File: config.mk
export PLATFORM = sky130hd
export DESIGN_NAME = elastic_buffer
export DESIGN_NICKNAME = d
export VERILOG_FILES = /design/src/rtl/elastic_buffer.sv
export SDC_FILE = /design/constraint.sdc
export NUM_CORES = 1
export LEC_CHECK = 0
export ABC_AREA = 0
export CAP_MARGIN = 20
export CORE_MARGIN = 5
export CORE_UTILIZATION = 35
export DETAILED_ROUTE_END_ITERATION = 6
export GPL_ROUTABILITY_DRIVEN = 0
export PLACE_DENSITY = 0.56
export SKIP_CTS_REPAIR_TIMING = 1
export SYNTH_ARGS = -nofsm -noshare
export SYNTH_HDL_FRONTEND = slang
export SYNTH_SLANG_ARGS = --single-unit
export TNS_END_PERCENT = 20
File: constraint.sdc
create_clock -name clk -period 2.5 [get_ports clk]
set_clock_uncertainty 0.2 [all_clocks]
set_input_delay 0.75 -clock clk [delete_from_list [all_inputs] [get_ports clk]]
set_output_delay 0.75 -clock clk [all_outputs]
set_load 0.01 [all_outputs]
File: src/rtl/elastic_buffer.sv
// Valid/ready elastic buffer: circular storage with registered occupancy, flush and
// a simultaneous push/pop path that keeps a full buffer streaming.
module elastic_buffer #(
  parameter int unsigned WIDTH    = 8,
  parameter int unsigned DEPTH    = 4,
  parameter int unsigned AF_LEVEL = DEPTH - 1
) (
  input  logic                       clk,
  input  logic                       rst,
  input  logic                       flush,
  input  logic                       in_valid,
  output logic                       in_ready,
  input  logic [WIDTH-1:0]           data_in,
  output logic                       out_valid,
  input  logic                       out_ready,
  output logic [WIDTH-1:0]           data_out,
  output logic [$clog2(DEPTH+1)-1:0] count,
  output logic                       almost_full
);

  localparam int unsigned PW = (DEPTH > 1) ? $clog2(DEPTH) : 1;
  localparam int unsigned CW = $clog2(DEPTH + 1);
  localparam logic [CW-1:0] FullCnt = CW'(DEPTH);
  localparam logic [CW-1:0] AfCnt   = CW'(AF_LEVEL);
  localparam logic [PW-1:0] LastPtr = PW'(DEPTH - 1);

  logic [WIDTH-1:0] r_mem [DEPTH];
  logic [PW-1:0]    r_rd_ptr;
  logic [PW-1:0]    r_wr_ptr;
  logic [CW-1:0]    r_count;

  logic             w_push;
  logic             w_pop;
  logic [PW-1:0]    w_rd_ptr_inc;
  logic [PW-1:0]    w_wr_ptr_inc;

  // A pop frees the slot in the same cycle, so a full buffer still accepts when out_ready=1.
  always_comb begin
    in_ready     = !flush && ((r_count < FullCnt) || out_ready);
    out_valid    = (r_count != '0) && !flush;
    w_push       = in_valid && in_ready;
    w_pop        = out_valid && out_ready;
    w_rd_ptr_inc = (r_rd_ptr == LastPtr) ? '0 : r_rd_ptr + 1'b1;
    w_wr_ptr_inc = (r_wr_ptr == LastPtr) ? '0 : r_wr_ptr + 1'b1;
    data_out     = r_mem[r_rd_ptr];
    count        = r_count;
    almost_full  = (r_count >= AfCnt);
  end

  always_ff @(posedge clk) begin
    if (rst) begin
      r_rd_ptr <= '0;
      r_wr_ptr <= '0;
      r_count  <= '0;
      for (int unsigned i = 0; i < DEPTH; i++) begin
        r_mem[i] <= '0;
      end
    end else if (flush) begin
      // Stored entries are left in place; only the bookkeeping is discarded.
      r_rd_ptr <= '0;
      r_wr_ptr <= '0;
      r_count  <= '0;
    end else begin
      if (w_push) begin
        r_mem[r_wr_ptr] <= data_in;
        r_wr_ptr        <= w_wr_ptr_inc;
      end
      if (w_pop) begin
        r_rd_ptr <= w_rd_ptr_inc;
      end
      unique case ({w_push, w_pop})
        2'b10:   r_count <= r_count + 1'b1;
        2'b01:   r_count <= r_count - 1'b1;
        default: r_count <= r_count;
      endcase
    end
  end

endmodule
==> flow_metrics.tcl <==
set metrics [dict create \
    power.total_mw 1.45 \
    diodes 0 \
    fmax_ghz 0.404 \
    r2r_cells 8 \
    rsz0062_at_grt "yes" \
    clockRootBuffer "clkbuf_8" \
    htreeDepth 2 \
    core_area_mm2 0.00544 \
    synth_common_cells "32 x and2_1, 32 x edfxtp_1, 9 x dfxtp_1" \
    setup_viol 0 \
    grt_pass1_vias 1394 \
    grtUsageTotal 0.121 \
    ys_warn_count 0 \
    syn_area_per_cell_um2 14.0 \
    slew_viol_final 0 \
    seq_area_frac_synth 0.588 \
    netlist_instances 139 \
    crit_type "input port to flop" \
    start_util 0.357 \
    dr.pass1.iters 4 \
    synth.top_cell.area_share 0.495 \
    status "complete, no violations" \
    grt_pass1_wl_um 6690 \
    pre_cts_ws_ns -0.503 \
    synth.net_count 156 \
    pin_count 27 \
    ant_nets 0 \
    power.density_mw_per_mm2 561 \
    ys_top_cells_by_area "edfxtp_1 50%, and2_1 10%, dfxtp_1 9.3%" \
    final.min_clock_period_ns 2.48 \
    startpoint_type "input port" \
    route.detailed.drc 0 \
    final_nets 203 \
    arrival_ns 2.50 \
    hold_viol 0 \
    cp_max_fo 2 \
    die_x_um 84.4 \
    routed_wl_um 4020 \
    vias 1231 \
    setup_ws_ns 0.0235 \
    tightest_slew_ns 0.409 \
    peakVddDrop_v 0.000244 \
    p_leak_nw 1.09 \
    synth_top_area_cell "edfxtp_1" \
    holdWs_ns 0.305 \
    grt_overflow 0 \
    cts.sinks 41 \
    synth_edf_count 32 \
    end_kind "flop" \
    nFillCells 492 \
    dp.cells 251 \
    die_y_um 84.4 \
    hp-class "flop to flop" \
    relSlewSlack 0.726 \
    required_ns 2.53 \
    hpwlAfterDp_um 2910 \
    wl_per_cell_um 15.5 \
    synth-main-ff-cell "edfxtp_1" \
    drv_cap 0 \
    num_rows 27 \
    dieArea_mm2 0.00713 \
    ys_async_sr_fraction 0 \
    clkTransAtPathRegs_ns 0.08 \
    synth.cell_area_mm2 0.00194 \
    post-route-period-util 0.991 \
    cts_buffer_depth 2 \
    synth_seq_cells 41 \
    cts_tree "done" \
    drt_iter0_markers 51 \
    layout-drive-gt1-share 0.251 \
    clock_latency_ns 0.29 \
    viasPerCell 4.75 \
    area_growth_pct 33.7 \
    antenna_found_initial 0 \
    portBuffers 26 \
    synth_cell_types 32 \
    grt_max_degree 13 \
    layout.cells.non_filler 259 \
    numCtsBuffers 5 \
    holdPathStages 2 \
]
## final timing paths
| check | from | to | slack [ns] |
|---|---|---|---|
| worst min register to register | r_rd_ptr[0]$_SDFFE_PP0P_ | flop | 0.31 |
| worst max register to register | count[0]$_SDFFE_PP0P_ | count[2]$_SDFFE_PP0P_ | 0.33 |
| worst max-delay path | in_valid | count[2]$_SDFFE_PP0P_ | 0.02 |
| worst min-delay path | r_rd_ptr[0]$_SDFFE_PP0P_ | flop | 0.31 |
## layout make-up
class,count,area (um^2),area share
clock buffer,7,86.3,0.0333
clock inverter,1,30.0,0.0116
inverter,5,18.8,0.00724
multi-input combinational,86,747,0.288
sequential,41,1140,0.441
tap,72,90.1,0.0347
timing repair buffer,47,478,0.184
## kinds of logic (layout without fill, tap and decap cells)
| family | after synthesis | in the layout | synth area share |
|---|---|---|---|
| buffers and inverters | 12 | 60 | 0.0303 |
| multiplexers | 10 | 10 | 0.103 |
| XOR/XNOR | 2 | 2 | 0.00903 |
| AO/OA/AOI/OAI | 12 | 12 | 0.0381 |
| adder cells (fa/ha/maj) | 4 | 4 | 0.0297 |
| AND/OR/NAND/NOR | 58 | 58 | 0.201 |
| flip-flops | 41 | 41 | 0.588 |
## power by group
group / internal, mW / switching, mW
Sequential: 0.760 / 0.00812
Combinational: 0.0767 / 0.0615
Clock: 0.326 / 0.221
Total: 1.16 / 0.291
## worst max-delay path: stages
cell	delay, ns
clkdlybuf4s50_1	0.41
nand2b_1	0.11
nor2_2	0.04
inv_1	0.05
ha_2	0.17
inv_1	0.05
fa_2	0.33
xor2_1	0.16
or3_1	0.31
a21oi_1	0.12
## layer usage
layer / global-route usage / vias to the layer above / part of all wire
met3: 0.0275 / 9 / 0.034
met5: 0 / - / 0
met4: 0.0475 / 0 / 0.014
met1: 0.140 / 608 / 0.43
met2: 0.217 / 22 / 0.52
li1: - / 592 / -
## registers in the layout, indices dropped and copies added (netlist names), named ones only
signal / cells
r_wr_ptr: 2
r_mem: 32
count: 3
r_rd_ptr: 2
## stage by stage
step | setup TNS, ns | cell area, um^2 | util
2_1_floorplan | -0.108 | 1950 | -
3_3_place_gp | -3.32 | 2450 | 0.451
3_5_place_dp | -4.78 | 2450 | 0.451
4_1_cts | -3.27 | 2570 | 0.472
5_1_grt | -0.0528 | 2590 | 0.477
6_report | 0 | 2590 | 0.477
## cell usage in the layout, fill, tap and decap left out, drive strengths merged, types with 2 or more instances in the layout
master,instances
nor2,7
o21ai,3
mux2i,2
o31ai,2
xor2,2
nand2b,3
mux4,8
and2,32
dfxtp,9
clkdlybuf4s50,14
a21oi,4
clkbuf,7
ha,3
nor4,2
a21o,2
or3,3
dlymetal6s2s,11
nand2,3
edfxtp,32
inv,5
buf,22
Note: power is estimated with default switching activity, not from simulation.
